[src/rtl/reg_scoreboard.sv]
// Register-hazard scoreboard: tracks in-flight GPR writes, stalls issue on RAW/WAW/full.
// Optional same-cycle writeback bypass of the RAW check: REG_SCOREBOARD_BYPASS_EN.
module reg_scoreboard #(
    parameter int MAX_OUT = 8
) (
    input  logic        clk,
    input  logic        clr,
    input  logic        issue_valid,
    input  logic [4:0]  issue_rs,
    input  logic [4:0]  issue_rt,
    input  logic        issue_use_rt,
    input  logic        issue_wr,
    input  logic [4:0]  issue_rd,
    input  logic        wb_valid,
    input  logic [4:0]  wb_rd,
    input  logic        flush,
    output logic        stall,
    output logic [31:0] busy_vec,
    output logic [3:0]  out_cnt,
    output logic        err
);

    logic [31:0] r_pending;
    logic [3:0]  r_out_cnt;
    logic        r_err;

    logic        w_rs_raw;
    logic        w_rt_raw;
    logic        w_raw;
    logic        w_waw;
    logic        w_full;
    logic        w_stall;
    logic        w_set;
    logic        w_wb_live;
    logic        w_wb_hit;
    logic        w_wb_err;
    logic [31:0] w_set_mask;
    logic [31:0] w_clr_mask;

    always_comb begin
        w_rs_raw = r_pending[issue_rs];
        w_rt_raw = issue_use_rt & r_pending[issue_rt];
`ifdef REG_SCOREBOARD_BYPASS_EN
        // A writeback landing this cycle satisfies a reader of the same register.
        if (wb_valid && (wb_rd == issue_rs)) w_rs_raw = 1'b0;
        if (wb_valid && (wb_rd == issue_rt)) w_rt_raw = 1'b0;
`endif
        w_raw   = issue_valid & (w_rs_raw | w_rt_raw);
        w_waw   = issue_valid & issue_wr & r_pending[issue_rd];
        w_full  = issue_valid & issue_wr & (issue_rd != 5'd0) & (r_out_cnt == 4'(MAX_OUT));
        w_stall = (w_raw | w_waw | w_full) & ~clr & ~flush;

        w_set     = issue_valid & ~w_stall & issue_wr & (issue_rd != 5'd0);
        w_wb_live = wb_valid & (wb_rd != 5'd0);
        w_wb_hit  = w_wb_live & r_pending[wb_rd];
        w_wb_err  = w_wb_live & ~r_pending[wb_rd];

        w_set_mask = '0;
        w_clr_mask = '0;
        if (w_set)    w_set_mask[issue_rd] = 1'b1;
        if (w_wb_hit) w_clr_mask[wb_rd]    = 1'b1;
    end

    always_ff @(posedge clk) begin
        if (clr) begin
            r_pending <= '0;
            r_out_cnt <= '0;
            r_err     <= 1'b0;
        end else if (flush) begin
            r_pending <= '0;
            r_out_cnt <= '0;
        end else begin
            r_pending <= (r_pending & ~w_clr_mask) | w_set_mask;
            r_out_cnt <= r_out_cnt + {3'b000, w_set} - {3'b000, w_wb_hit};
            if (w_wb_err) r_err <= 1'b1;
        end
    end

    assign stall    = w_stall;
    assign busy_vec = {r_pending[31:1], 1'b0};
    assign out_cnt  = r_out_cnt;
    assign err      = r_err;

endmodule

[config.mk]
export PLATFORM = sky130hd
export DESIGN_NAME = reg_scoreboard
export DESIGN_NICKNAME = d
export VERILOG_FILES = /design/src/rtl/reg_scoreboard.sv
export SDC_FILE = /design/constraint.sdc
export NUM_CORES = 1
export LEC_CHECK = 0
export CAP_MARGIN = 10
export CORE_ASPECT_RATIO = 0.7
export CORE_UTILIZATION = 52
export CTS_CLUSTER_SIZE = 8
export DETAILED_ROUTE_END_ITERATION = 8
export PLACE_DENSITY = 0.9
export SLEW_MARGIN = 40
export SYNTH_ARGS = -nofsm -noshare
export SYNTH_HDL_FRONTEND = slang
export SYNTH_SLANG_ARGS = --single-unit
[constraint.sdc]
create_clock -name clk -period 4.4 [get_ports clk]
set_input_delay 0.88 -clock clk [delete_from_list [all_inputs] [get_ports clk]]
set_output_delay 0.88 -clock clk [all_outputs]
set_load 0.01 [all_outputs]
# Word-level counts from Yosys, hierarchy flattened
# Cells that the tools add are included.
[word_totals]
elab_cells = 56
regBits = 37
[classes]
n_mux = 14
bitwise_logic = 24
magnitude_cmp = 6
eq_ne = 1
n_reduce_logical = 6
addsub = 2
[op_table]
columns = ["cell", "count"]
rows = [
  ["$mux W32", 2],
  ["$and A32 B32 Y32", 1],
  ["$not A32 Y32", 1],
  ["$or A32 B32 Y32", 1],
  ["$lt A5 B6 Y1 const B", 4],
  ["$bmux W1 S5", 4],
  ["$and A1 B1 Y1", 14],
  ["$demux W1 S5", 2],
  ["$ge A5 B1 Y1 const B", 2],
  ["$reduce_bool A5 Y1", 2],
  ["$mux W1", 6],
  ["$add A4 B1 Y4", 1],
  ["$eq A4 B4 Y1 const B", 1],
  ["$not A1 Y1", 4],
  ["$sub A4 B1 Y4", 1],
  ["$or A1 B1 Y1", 3],
  ["$logic_and A1 B1 Y1", 2],
  ["$reduce_and A2 Y1", 1],
  ["$reduce_or A2 Y1", 1],
]

# Longest topological paths before layout
# Gate-level depths: netlist (run 1).
[logic_depth]
depth_word = 15
depth_mapped = 16
depth_no_buf = 15

# Least setup slack after synthesis (run 1)
# Ideal clock, no wire load.
[synth_timing]
path_kind = "input to register"
startpoint = "input port issue_rs[2]"
endpoint = "register r_out_cnt[2], in the netlist out_cnt[2]"
path_stages = 14
setup_time_ns = 0.116
arrival_time_ns = 3.855
n_path_buf = 2
setup_slack_ns = 0.429
cell_sequence = "clkbuf_1 -> mux4_2 -> mux4_2 -> nand2_1 -> o311a_2 -> nand2_2 -> buf_2 -> a211o_1 -> ha_1 -> inv_1 -> ha_1 -> fa_1 -> xnor2_1 -> nor3_1"
[synth_via]
elab_chain_cells = 14
[synth_rtl]
columns = ["item", "line", "text"]
rows = [
  ["from (decl)", "9", "input logic [4:0] issue_rs,"],
  ["$bmux W1 S5", "41", "w_rs_raw = r_pending[issue_rs];"],
  ["$mux W1 (implied by the code)", "41", ""],
  ["$or A1 B1 Y1", "48", "w_raw = issue_valid & (w_rs_raw | w_rt_raw);"],
  ["$and A1 B1 Y1", "48", ""],
  ["$or A1 B1 Y1 (2 in series)", "51", "w_stall = (w_raw | w_waw | w_full) & ~clr & ~flush;"],
  ["$and A1 B1 Y1 (2 in series)", "51", ""],
  ["$not A1 Y1", "53", "w_set = issue_valid & ~w_stall & issue_wr & (issue_rd != 5'd0);"],
  ["$and A1 B1 Y1 (3 in series)", "53", ""],
  ["$add A4 B1 Y4", "74", "r_out_cnt <= r_out_cnt + {3'b000, w_set} - {3'b000, w_wb_hit};"],
  ["$sub A4 B1 Y4", "74", ""],
  ["to (signal assigned)", "74", ""],
  ["to (decl)", "24", "logic [3:0] r_out_cnt;"],
]
# No other way between the ends. The select of a mux whose other input is x is not followed.
# A chain may end at the register's enable or synchronous reset.

# Worst setup path in the final report (run 1)
[layout_timing]
startpoint = "input port issue_rd[0]"
endpoint = "register r_out_cnt[2], in the netlist out_cnt[2]"
[layout_via]
elab_chain_cells = 13
[layout_rtl]
columns = ["item", "line", "text"]
rows = [
  ["from (decl)", "13", "input logic [4:0] issue_rd,"],
  ["$bmux W1 S5", "49", "w_waw = issue_valid & issue_wr & r_pending[issue_rd];"],
  ["$mux W1 (implied by the code)", "49", ""],
  ["$and A1 B1 Y1", "49", ""],
  ["$or A1 B1 Y1 (2 in series)", "51", ""],
  ["$and A1 B1 Y1 (2 in series)", "51", ""],
  ["$not A1 Y1", "53", ""],
  ["$and A1 B1 Y1 (2 in series)", "53", ""],
  ["$and A1 B1 Y1 (*)", "53", ""],
  ["$add A4 B1 Y4 (*)", "74", ""],
  ["$sub A4 B1 Y4 (*)", "74", ""],
]
# Every way passes the cells marked *; elsewhere a longest branch is shown, timed or not. The select of a mux whose other input is x is not followed.

==> flow_summary.yaml, run 1 <==
cts:
  htree_num_levels: 2
  root_buffer: "clkbuf_8"
  cts_buffers: 5
  clock_sinks: 37
  clkSlewWorstSetupHoldPaths_ns: 0.07
  post_cts_buffers: 0
  cts_buffer_depth: 2
  cts_tree: "built"
  clock_latency_ns: 0.29
global_routing:
  track_usage_pct: 33.1
  grt_first_pass_wirelength_um: 15600
  grt_max_degree: 36
  antenna_found_initial: 0
  grt_pass1_vias: 2910
  grt-ovfl-total: 0
yosys:
  ys_seq_area_share_pct: 23.6
  async_reset_ff_share_pct: 0
  syn_area_per_cell_um2: 10.1
  ys_seq_elements: 37
  syn_area_um2: 3140
  synthCells: 312
  ys.warnings.count: 0
  ys_types: 50
  synth_top_flop_cell: "dfxtp_1"
  synth-edff-count: 0
  syn_nets: 345
status:
  outcome: "finished, final reports clean"
die:
  die-area_um2: 6360
  core-area_um2: 5780
  fp.dieH_um: 67.0
  start_util_pct: 54.3
  die_w_um: 94.9
  num_rows: 23
  io_pins: 65
place:
  dp_hpwl_um: 7350
  io_buffers: 63
  place_inst: 409
  gp_congestion: 0.991
drt:
  drtIter0Drc: 502
  drt-vias-per-instance: 7.50
  firstDrtPassIters: 5
  remaining_drc_errors: 0
  wire_per_inst_um: 24.1
  postRouteAntennaNets: 0
  num_vias: 3127
  totalWireLength_um: 10100
worst_hold_path:
  min_path_type: "reg2reg"
  min_to: "err"
  holdCritStartpoint: "err"
  hold_path_depth: 2
critical_path:
  reg2reg_slack_ns: 1.10
  r2r_cells: 14
  crit_path_max_fanout: 8
  arrival_ns: 4.30
  end_kind: "register"
  reg2reg_to: "out_cnt[2]"
  crit_required_ns: 4.58
  worst_setup_path_start_kind: "input port"
  critPathKind: "in2reg"
  reg2reg_from: "out_cnt[2]"
layout:
  nets: 374
  areaGrowthSynthToFinish_pct: 20.0
  diodes: 0
  fin_util_pct: 65.2
  final_common_cell: "clkdlybuf4s50_1"
  drive_above_1_share_pct: 20.5
  final_cell_mix: "clkdlybuf4s50_1 (61), dfxtp_1 (37), mux4_2 (32)"
  instances_no_fill: 417
flow_run:
  timing.max_cap.violations: 0
timing:
  setup_viol: 0
  final-max-slew-violation-count: 0
  hold_violations: 0
  worstMarginPinSlew_ns: 0.629
  max_freq_mhz: 243
  fin_crit_sh_pct: 93.5
  max_slew_margin_pct: 58.0
  layout_min_cycle_time_ns: 4.12
  skew_ns: 0.00762
  rsz0062_at_grt: "false"
power:
  power_density_nw_per_um2: 187
  ir_drop_mv: 0.131
  leakage_uw: 0.00128
  p_total_uw: 705
## layer usage
metal / wire length (um) / vias up / global-route usage [%]
met5: 0 / - / 0
met4: 274 / 0 / 10.2
met3: 1900 / 38 / 14.0
met2: 4160 / 340 / 47.4
met1: 3730 / 1454 / 44.9
li1: - / 1295 / -
## what timing repair did
action	4_1_cts	5_1_grt
cloned	0	0
gates resized for setup	6	2
hold buffers	0	0
setup endpoints to repair	1	1
pin swaps	0	0
## cell usage after synthesis (2+ instances only)
| cell type | n | area share [%] |
|---|---|---|
| o21ai_1 | 3 | 0.48 |
| a32oi_1 | 2 | 0.56 |
| o21ai_0 | 6 | 0.96 |
| buf_4 | 32 | 7.6 |
| nor2_1 | 7 | 0.84 |
| nand3b_1 | 4 | 0.96 |
| nor3_1 | 6 | 0.96 |
| o41ai_1 | 16 | 4.5 |
| and3b_1 | 3 | 0.84 |
| nand4_1 | 3 | 0.60 |
| buf_1 | 3 | 0.36 |
| mux4_2 | 32 | 23 |
| a22oi_1 | 4 | 0.96 |
| mux2i_1 | 3 | 0.96 |
| nor3b_1 | 4 | 0.96 |
| a2111oi_0 | 2 | 0.56 |
| dfxtp_1 | 37 | 24 |
| a21o_1 | 2 | 0.48 |
| inv_1 | 8 | 0.96 |
| o211ai_1 | 2 | 0.48 |
| nor2b_1 | 8 | 1.6 |
| and3_1 | 3 | 0.60 |
| o31ai_1 | 8 | 1.9 |
| mux2_2 | 4 | 1.4 |
| and2_1 | 4 | 0.80 |
| nand2b_1 | 3 | 0.60 |
| nand3_1 | 11 | 1.8 |
| ha_1 | 5 | 2.0 |
| o311ai_0 | 31 | 8.6 |
| nand2_1 | 13 | 1.6 |
| clkbuf_1 | 17 | 2.0 |
| buf_2 | 6 | 0.96 |
| buf_6 | 3 | 1.1 |
## worst max path at each step
stage                      startpoint         end
final                     issue_rd[0]  out_cnt[2]
after global routing      issue_rd[0]  out_cnt[2]
after CTS                 issue_rd[0]       stall
after detailed placement  issue_rs[0]  out_cnt[2]
after global placement    issue_rs[0]       stall
after floorplan           issue_rs[2]  out_cnt[2]
## report_power, final
part	internal [uW]	leakage, uW	switching [uW]
clock network	110	0.0000450	123
logic	59.7	0.000939	74.0
registers	337	0.000298	2.30
## final cells by class
type                       count  area [um2]
fill                         441        2010
timing repair buffer          83         795
inverter                       8        30.0
clock inverter                 2        10.0
clock buffer                   6        72.6
multi-input combinational    206        2030
sequential                    37         741
tap                           75        93.8
## critical path: stages
cell and delay, ns:
clkdlybuf4s50_1 0.50, buf_12 0.14, mux4_2 0.49, mux2_2 0.29, a22o_1 0.25, o21ai_1 0.18, nand2_2 0.11, a211o_1 0.31
ha_1 0.27, inv_1 0.04, ha_1 0.20, fa_1 0.38, xnor2_1 0.19, nor3_1 0.07
## flip-flops by register name (all words and copies together), names as in the netlist
name	flops
err	1
r_pending	32
out_cnt	4
## stage by stage
stage	area (um2)	setup TNS, ns	worst slack, ns	hold slack (ns)
5_1_grt	3770	0	0.157	0.537
2_1_floorplan	3140	0	0.429	0.480
3_5_place_dp	3650	-0.184	-0.0866	0.464
3_3_place_gp	3650	-0.0356	-0.0228	0.453
4_1_cts	3760	0	0.0189	0.483
6_report	3770	0	0.284	0.480
## cells by family after synthesis
group	count (synthesis)	share of synthesized area (%)
buf+inv	69	13.0
flops	37	23.6
compound gates	83	21.3
other cells	1	0.119
mux	39	25.3
simple gates	75	13.4
fa+ha+maj	6	2.63
xor+xnor	2	0.558
Note: power is estimated with default switching activity, not from simulation.
==> run 2, diff against run 1 <==
Settings changed: HOLD_SLACK_MARGIN set to 0.05, SKIP_LAST_GASP set to 1.
==> results of run 2 <==
Final layout, timing and power as in run 1 (identical DEF).
